==> config.mk <==
export PLATFORM = sky130hd
export DESIGN_NAME = hc165_chain_reader
export DESIGN_NICKNAME = d
export VERILOG_FILES = /design/src/rtl/hc165_chain_reader_pkg.sv /design/src/rtl/hc165_chain_reader_sync.sv /design/src/rtl/hc165_chain_reader.sv
export SDC_FILE = /design/constraint.sdc
export NUM_CORES = 1
export LEC_CHECK = 0
export CAP_MARGIN = 0
export CORE_MARGIN = 2
export CORE_UTILIZATION = 48
export DETAILED_ROUTE_END_ITERATION = 12
export PLACE_DENSITY = 0.85
export SETUP_SLACK_MARGIN = 0.02
export SLEW_MARGIN = 20
export SYNTH_ARGS = -nofsm -noshare
export SYNTH_HDL_FRONTEND = slang
export SYNTH_SLANG_ARGS = --single-unit
==> constraint.sdc <==
create_clock -name CLK -period 2.1 [get_ports CLK]
set_clock_uncertainty 0.15 [all_clocks]
set_input_delay 0.525 -clock CLK [delete_from_list [all_inputs] [get_ports CLK]]
set_output_delay 0.525 -clock CLK [all_outputs]
set_load 0.01 [all_outputs]
==> src/rtl/hc165_chain_reader_pkg.sv <==
// Shared definitions for the 74HC165 chain reader: FSM state encoding and a
// constant-friendly ceil(log2) used to size the counters.
package hc165_pkg;

   typedef enum logic [2:0] {
      IDLE     = 3'd0,
      LOAD     = 3'd1,
      SHIFT_LO = 3'd2,
      SHIFT_HI = 3'd3,
      DONE     = 3'd4
   } state_t;

   function automatic int clog2(input int value);
      int result;
      int v;
      result = 0;
      v = value - 1;
      while (v > 0) begin
         result = result + 1;
         v = v >> 1;
      end
      return result;
   endfunction

endpackage

==> src/rtl/hc165_chain_reader_sync.sv <==
// Generic two-flop synchroniser for asynchronous inputs; clears to zero on reset.
module sync_2ff #(
   parameter int WIDTH = 1
) (
   input  logic             clk,
   input  logic             rst_n,
   input  logic [WIDTH-1:0] d,
   output logic [WIDTH-1:0] q
);
   logic [WIDTH-1:0] meta_q;
   logic [WIDTH-1:0] sync_q;

   always_ff @(posedge clk or negedge rst_n) begin
      if (!rst_n) begin
         meta_q <= '0;
         sync_q <= '0;
      end else begin
         meta_q <= d;
         sync_q <= meta_q;
      end
   end

   assign q = sync_q;

endmodule

==> src/rtl/hc165_chain_reader.sv <==
// Controller and deserialiser for a 74HC165 daisy chain: drives PL_n/CP/CE_n from
// flops and assembles the synchronised Q7 stream into DATA with a one-cycle VALID.
module hc165_chain_reader
   import hc165_pkg::*;
#(
   parameter int NUM_REGS  = 2,
   parameter int CLK_DIV   = 4,
   parameter int PL_CYCLES = 2
) (
   input  logic                  CLK,
   input  logic                  RST_n,
   input  logic                  START,
   input  logic                  AUTO,
   input  logic                  SER_IN,
   output logic                  PL_n,
   output logic                  CP,
   output logic                  CE_n,
   output logic [8*NUM_REGS-1:0] DATA,
   output logic                  VALID,
   output logic                  BUSY
);
   localparam int N  = 8 * NUM_REGS;
   localparam int BW = clog2(N);
   localparam int PW = clog2((CLK_DIV > PL_CYCLES) ? CLK_DIV : PL_CYCLES);
   localparam logic [BW-1:0] BIT_LAST = BW'(N - 1);
   localparam logic [PW-1:0] DIV_LAST = PW'(CLK_DIV - 1);
   localparam logic [PW-1:0] PL_LAST  = PW'(PL_CYCLES - 1);

   state_t        state_q, state_d;
   logic [PW-1:0] phase_q, phase_d;
   logic [BW-1:0] bit_q, bit_d;
   logic [N-1:0]  shreg_q, shreg_d;
   logic [N-1:0]  data_q, data_d;
   logic          pl_n_q, pl_n_d;
   logic          cp_q, cp_d;
   logic          ce_n_q, ce_n_d;
   logic          valid_q, valid_d;
   logic          busy_q, busy_d;
   logic          ser_sync;

   sync_2ff #(.WIDTH(1)) u_sync (
      .clk   (CLK),
      .rst_n (RST_n),
      .d     (SER_IN),
      .q     (ser_sync)
   );

   always_comb begin
      state_d = state_q;
      phase_d = phase_q;
      bit_d   = bit_q;
      shreg_d = shreg_q;
      data_d  = data_q;

      case (state_q)
         IDLE: begin
            if (START || AUTO) begin
               state_d = LOAD;
               phase_d = '0;
            end
         end
         LOAD: begin
            if (phase_q == PL_LAST) begin
               state_d = SHIFT_LO;
               phase_d = '0;
               bit_d   = '0;
            end else begin
               phase_d = phase_q + PW'(1);
            end
         end
         SHIFT_LO: begin
            if (phase_q == DIV_LAST) begin
               // Sample at the end of the low phase, well after the previous CP edge settled.
               shreg_d = {shreg_q[N-2:0], ser_sync};
               phase_d = '0;
               if (bit_q == BIT_LAST) begin
                  state_d = DONE;
                  data_d  = {shreg_q[N-2:0], ser_sync};
               end else begin
                  state_d = SHIFT_HI;
               end
            end else begin
               phase_d = phase_q + PW'(1);
            end
         end
         SHIFT_HI: begin
            if (phase_q == DIV_LAST) begin
               state_d = SHIFT_LO;
               phase_d = '0;
               bit_d   = bit_q + BW'(1);
            end else begin
               phase_d = phase_q + PW'(1);
            end
         end
         DONE: begin
            state_d = AUTO ? LOAD : IDLE;
            phase_d = '0;
         end
         default: begin
            state_d = IDLE;
            phase_d = '0;
         end
      endcase

      // Chain controls are registered copies of the next state so they never glitch.
      pl_n_d  = (state_d != LOAD);
      cp_d    = (state_d == SHIFT_HI);
      ce_n_d  = !((state_d == SHIFT_LO) || (state_d == SHIFT_HI));
      valid_d = (state_d == DONE);
      busy_d  = (state_d == LOAD) || (state_d == SHIFT_LO) || (state_d == SHIFT_HI);
   end

   always_ff @(posedge CLK or negedge RST_n) begin
      if (!RST_n) begin
         state_q <= IDLE;
         phase_q <= '0;
         bit_q   <= '0;
         shreg_q <= '0;
         data_q  <= '0;
         pl_n_q  <= 1'b1;
         cp_q    <= 1'b0;
         ce_n_q  <= 1'b1;
         valid_q <= 1'b0;
         busy_q  <= 1'b0;
      end else begin
         state_q <= state_d;
         phase_q <= phase_d;
         bit_q   <= bit_d;
         shreg_q <= shreg_d;
         data_q  <= data_d;
         pl_n_q  <= pl_n_d;
         cp_q    <= cp_d;
         ce_n_q  <= ce_n_d;
         valid_q <= valid_d;
         busy_q  <= busy_d;
      end
   end

   assign PL_n  = pl_n_q;
   assign CP    = cp_q;
   assign CE_n  = ce_n_q;
   assign DATA  = data_q;
   assign VALID = valid_q;
   assign BUSY  = busy_q;

endmodule

==> reports/results.ini, run 1 <==
[run_status]
status = finished, final reports clean

[floorplan]
io_pins = 26
dieArea_mm2 = 0.00464
die_y_um = 68.1
start_util_pct = 49.7
die_w_um = 68.1
placement_rows = 23
core-area_mm2 = 0.00397

[clock_tree]
clock_latency_ns = 0.30
clk_pin_slew_ns = 0.08
numClockSinks = 47
cts_buffers = 5
h-tree-depth = 2
cts_tree = done
cts_root_buffer = clkbuf_8
cts_buffer_depth = 2

[timing]
tightest_slew_ns = 0.394
fmax_mhz = 496
period_needed_ns = 2.02
relSlewSlack_pct = 73.4
finalMaxSlewViolations = 0
hold_slack_ns = 0.0525
fin_crit_sh_pct = 96.0
finalSetupViolCount = 0
hold_viol = 0
finalSetupTns_ns = 0
rsz0062_at_grt = no

[drt]
vias_per_cell = 5.26
avgRoutedWirePerCell_um = 15.3
drtIter0Drc = 67
wl_um = 3410
drt-pass1-iter-count = 4
vias = 1168
post-route-drc-count = 0
route.antenna.remaining_nets = 0

[synth]
synth.area.top_cells = dfrtp_1, mux2_2, mux2_4, dfstp_2, ha_1
synth_top_area_cell = dfrtp_1
synth_nets = 146
syn-cell-area_mm2 = 0.00197
synth_ff_type = dfrtp_1
yosysUniqueCellTypes = 37
syn_area_per_cell_um2 = 14.4
synthArstFlopShare_pct = 100
synth_common_cells = dfrtp_1, mux2_2, mux2_4
synth_top_area_share_pct = 57.1
yosysSeqAreaShare_pct = 59.8
yosysMostFrequentCell = dfrtp_1
synth_edf_count = 0
synth_seq_cells = 47
synthCells = 137
yosys_warnings = 0

[power_and_ir_drop]
total_power_mw = 1.47
ir_worst_vdd_mv = 0.483
power_leakage_nw = 1.12
cellPowerDensity_mw_per_mm2 = 620

[cells_and_area]
regArea_mm2 = 0.00118
multi_input_area_um2 = 708
drive_above_1_share_pct = 31.4
nets = 180
area_growth_pct = 20.2
fin_util_pct = 59.7
fin_cells = 222
n_fill_cell = 302
diodes = 0

[setup_path]
worstPathRequired_ns = 1.42
critical_path_class = reg2out
cp-start-kind = flop
path_buf_inv = 1
endpoint_kind = output port
cp_max_fo = 1
crit_family = flip-flops
cp.arrival_ns = 1.34
critical-path-max-stage-delay_ns = 0.52
path_cells = clkdlybuf4s50_1
slowest_stage = dfstp_2

[place]
dp.cells = 214
portBuffers = 25
place.gp.congestion = 0.883
dp_hpwl_um = 2360

[grt]
grt_pass1_wl_um = 5780
antenna_found_initial = 0
overflow = 0
grt_use_total_pct = 17.3
grt_max_degree = 25
grt_pass1_vias = 1218

[job]
drv_cap = 0

[worst_hold_path]
hold_path.class = in2async

layout by cell type (no fill, tap or decap), types with 2 or more instances in the layout:
| cell type | synthesis | layout |
|---|---|---|
| inv_1 | 6 | 6 |
| a21oi_1 | 3 | 3 |
| nor4_1 | 3 | 3 |
| buf_4 | 1 | 8 |
| clkbuf_8 | 0 | 5 |
| mux2_4 | 9 | 9 |
| mux2_2 | 22 | 22 |
| clkdlybuf4s50_1 | 0 | 24 |
| nand2b_1 | 3 | 3 |
| nand2_1 | 6 | 6 |
| dfrtp_1 | 45 | 45 |
| nor2b_1 | 2 | 2 |
| dfstp_2 | 2 | 2 |
| a22o_1 | 2 | 2 |
| nor2_1 | 2 | 2 |
| o21ai_0 | 4 | 4 |
| ha_1 | 4 | 4 |
final timing paths:
| check | endpoint | startpoint | slack (ns) | cells past startpoint |
|---|---|---|---|---|
| min reg2reg | u_sync.q$_DFF_PN0_ | u_sync.meta_q$_DFF_PN0_ | 0.24 | 0 |
| max reg2reg | DATA[5]$_DFFE_PN0P_ | bit_q[1]$_DFFE_PN0P_ | 0.16 | 5 |
| min in group CLK | u_sync.q$_DFF_PN0_ | u_sync.meta_q$_DFF_PN0_ | 0.24 | 0 |
| min | CP$_DFF_PN0_ | RST_n | 0.05 | 2 |
| max in group asynchronous | CE_n$_DFF_PN1_ | RST_n | 1.47 | 2 |
| max | PL_n | PL_n$_DFF_PN1_ | 0.08 | 1 |
through the flow:
step | cell area, um2 | setup slack, ns
4_1_cts | 2370 | 0.0661
3_5_place_dp | 2280 | 0.133
6_report | 2370 | 0.0831
2_1_floorplan | 1970 | 0.124
3_3_place_gp | 2280 | 0.162
5_1_grt | 2370 | 0.0222
cell families after synthesis:
logic type	Yosys count	share of synthesized area, %
multiplexers	31	19.4
adder cells (fa/ha/maj)	4	2.54
flip-flops	47	59.8
AO/OA/AOI/OAI	15	5.20
buffers and inverters	13	4.57
AND/OR/NAND/NOR	26	8.06
XOR/XNOR	1	0.444
timing repair:
item	CTS	global route
gates resized for setup	0	1
endpoints found under the hold margin	0	0
hold buffers	0	0
setup endpoints to repair	0	1
setup buffers	0	0
final cells by class:
class	instances	share of cell area (%)
flip-flops and latches	47	49.7
multi-input cells	77	29.9
repair buffers	33	12.9
clock buffers	6	3.06
well taps	50	2.64
inverters	7	1.32
clock inverters	2	0.528
flip-flops by register name, summed over array words and instances, names as in the netlist:
signal	cells
CP	1
state_q	3
CE_n	1
phase_q	2
shreg_q	15
VALID	1
bit_q	4
BUSY	1
DATA	16
u_sync.meta_q	1
PL_n	1
u_sync.q	1
where the power goes:
part / total (mW) / switching (mW) / internal (mW)
Combinational: 0.0331 / 0.0202 / 0.0129
Sequential: 0.918 / 0.00546 / 0.912
Clock: 0.520 / 0.288 / 0.233
layer usage:
layer	share of wire, %	vias to the layer above	track usage, %
met5	0	-	0
met4	2.2	0	7.50
met2	49	29	27.8
li1	-	540	-
met1	43	591	21.4
met3	5.9	8	5.59
No activity file was read; power rests on OpenSTA's default activity.
==> run 2: changes to the inputs <==
--- a/config.mk
+++ b/config.mk
@@ -5,6 +5,7 @@
 export SDC_FILE = /design/constraint.sdc
 export NUM_CORES = 1
 export LEC_CHECK = 0
+export ABC_AREA = 1
 export CAP_MARGIN = 0
 export CORE_MARGIN = 2
 export CORE_UTILIZATION = 48
==> reports/results.ini, run 2 <==
[drt]
avgRoutedWirePerCell_um = 11.4  ; -26%
wl_um = 3220  ; -5.6%
drt-pass1-iter-count = 5  ; +1
vias = 1328  ; +14%
vias_per_cell = 4.69  ; -11%
drtIter0Drc = 65  ; -3.0%
post-route-drc-count = 0  ; unchanged
route.antenna.remaining_nets = 0  ; unchanged

[synth]
synthArstFlopShare_pct = 100  ; unchanged
syn-cell-area_mm2 = 0.00197  ; about the same
synthAdderAreaFrac_pct = 2.54  ; about the same
synth-xor-area-share_pct = 0.444  ; about the same
synth_simple_gate_area_share_pct = 16.7  ; +8.7 points
synthCells = 201  ; +47%
synth_top_area_share_pct = 57.1  ; about the same
syn_area_per_cell_um2 = 9.82  ; -32%
synth_edf_count = 0  ; unchanged
synth_common_cells = nand2_1, dfrtp_1, inv_1
synth_ff_type = dfrtp_1
muxShareOfSynthArea_pct = 0.507  ; -19 points
synth_nets = 210  ; +44%
synth_seq_cells = 47  ; unchanged
yosys_warnings = 0  ; unchanged
yosysUniqueCellTypes = 23  ; -38%
synth_top_area_cell = dfrtp_1
synth.area.top_cells = dfrtp_1, nand2_1, o21ai_2, inv_1, o21ai_1
yosysSeqAreaShare_pct = 59.7  ; about the same
synth_compound_area_share_pct = 12.0  ; +6.8 points
yosysMostFrequentCell = nand2_1
synth_top_family_by_area = simple AND/OR/NAND/NOR gates

[setup_path]
path_cells = clkdlybuf4s50_1
crit_end = PL_n
cp-start-kind = flop
r2r_cells = 7  ; +2
critical-path-max-stage-delay_ns = 0.52  ; about the same
endpoint_kind = output port
rr_startpoint = phase_q[1]$_DFFE_PN0P_
cp.arrival_ns = 1.33  ; about the same
worstPathRequired_ns = 1.42  ; about the same
critical_path_class = reg2out
crit_family = flip-flops
path_buf_inv = 1  ; unchanged
cp.depth = 1  ; unchanged
rr_endpoint = DATA[3]$_DFFE_PN0P_
slowest_stage = dfstp_2
r2r_setup_slack_ns = 0.48  ; +0.32 ns
crit_start = PL_n$_DFF_PN1_
cp_max_fo = 1  ; unchanged

[floorplan]
placement_rows = 23  ; unchanged
die_w_um = 68.1  ; about the same
start_util_pct = 49.7  ; about the same
die_y_um = 68.1  ; about the same
dieArea_mm2 = 0.00464  ; about the same
io_pins = 26  ; unchanged
core-area_mm2 = 0.00397  ; unchanged

[cells_and_area]
fin_cells = 283  ; +27%
layout_commonest_cell = nand2_1
drive_above_1_share_pct = 17.6  ; -14 points
nets = 241  ; +34%
area_growth_pct = 20.4
largest_register_ffs = 16  ; unchanged
mostFrequentLayoutCells = nand2_1, dfrtp_1, inv_1
diodes = 0  ; unchanged

[power_and_ir_drop]
p_switching_uw = 303  ; -3.3%
swShare_pct = 19.1  ; -2.2 points
p_seq_share_pct = 57.8  ; -4.6 points
p_clk_share_pct = 39.7  ; +4.3 points
power_leakage_nw = 1.13  ; +1.4%
power_frac_comb_pct = 2.4  ; about the same
ir_worst_vdd_mv = 0.458  ; -5.1%
p_int_mw = 1.28  ; +11%
cellPowerDensity_mw_per_mm2 = 666  ; +7.4%

[timing]
hold_viol = 0  ; unchanged
relSlewSlack_pct = 71.3  ; -2.1 points
fmax_mhz = 499  ; +0.70%
setup_ws_ns = 0.0972  ; +0.0141 ns
fin_crit_sh_pct = 95.4  ; -0.67 points
finalMaxSlewViolations = 0  ; unchanged
finalSetupViolCount = 0  ; unchanged
finalSetupTns_ns = 0  ; unchanged
rsz0062_at_grt = no
hold_slack_ns = 0.00486  ; -0.0476 ns
period_needed_ns = 2.00  ; -0.0141 ns
tightest_slew_ns = 0.430  ; +0.0360 ns

[grt]
grt_use_total_pct = 16.3  ; -1.0 points
antenna_found_initial = 0  ; unchanged
grt_pass1_wl_um = 5600  ; -3.1%
grt_pass1_vias = 1255  ; +3.0%
overflow = 0  ; unchanged
grt_max_degree = 31  ; +24%

[clock_tree]
cts_tree = done
cts_setup_buffers = 0  ; unchanged
cts_resized = 0  ; unchanged
cts_root_buffer = clkbuf_8
cts_buffer_depth = 2  ; unchanged
clk_pin_slew_ns = 0.08  ; about the same
clock_latency_ns = 0.29  ; about the same
h-tree-depth = 2  ; unchanged
hold_buffers = 0  ; unchanged
cts_buffers = 5  ; unchanged
numClockSinks = 47  ; unchanged

[run_status]
status = finished, final reports clean

[place]
place.gp.congestion = 0.801  ; -9.3%
dp_hpwl_um = 2360  ; +0.31%
portBuffers = 25  ; unchanged
pre_cts_slack_ns = 0.335  ; +0.202 ns
dp.cells = 275  ; +29%

[job]
drv_cap = 0  ; unchanged

[worst_hold_path]
hold_path.class = in2async

run 2: final cells by class:
type                       count  area [um2]
clock buffer                   7        76.3
clock inverter                 1        30.0
fill                         358        1600
inverter                      29         109
multi-input combinational    119         637
sequential                    47        1180
tap                           50        62.6
timing repair buffer          30         283
run 2: power by group through the flow:
stage	sequential, mW	combinational, mW	clock (mW)
after global routing	0.917	0.0467	0.692
after detailed placement	0.934	0.0407	0
final	0.916	0.0385	0.629
after floorplan	0.933	0.0102	0
after global placement	0.933	0.0389	0
after CTS	0.916	0.0408	0.653
run 2: kinds of logic after synthesis:
family,count (synthesis)
AO/OA/AOI/OAI,36
AND/OR/NAND/NOR,77
adder cells (fa/ha/maj),4
multiplexers,1
flip-flops,47
XOR/XNOR,1
buffers and inverters,35
run 2: worst min path at each step:
stage | startpoint | to | cells past startpoint
6_report | RST_n | shreg_q[8]$_DFFE_PN0P_ | 1
2_1_floorplan | RST_n | BUSY$_DFF_PN0_ | 0
4_1_cts | RST_n | shreg_q[8]$_DFFE_PN0P_ | 1
3_3_place_gp | u_sync.meta_q$_DFF_PN0_ | u_sync.q$_DFF_PN0_ | 0
5_1_grt | RST_n | shreg_q[8]$_DFFE_PN0P_ | 1
3_5_place_dp | u_sync.meta_q$_DFF_PN0_ | u_sync.q$_DFF_PN0_ | 0
run 2: stage by stage:
step | instance area (um2) | power (mW) | util, %
4_1_cts | 2380 | 1.61 | 59.8
3_5_place_dp | 2270 | 0.974 | 57.2
6_report | 2380 | 1.58 | 59.8
3_3_place_gp | 2270 | 0.972 | 57.2
2_1_floorplan | 1970 | 0.943 | -
5_1_grt | 2380 | 1.66 | 59.8
run 2: layer usage:
metal	track usage, %	wire, um	vias to the layer above	share of wire [%]
met5	0	0	-	0
met1	23.3	1560	617	49
met4	6.50	58	0	1.8
met2	23.8	1500	21	47
met3	3.95	98	6	3.0
li1	-	-	684	-
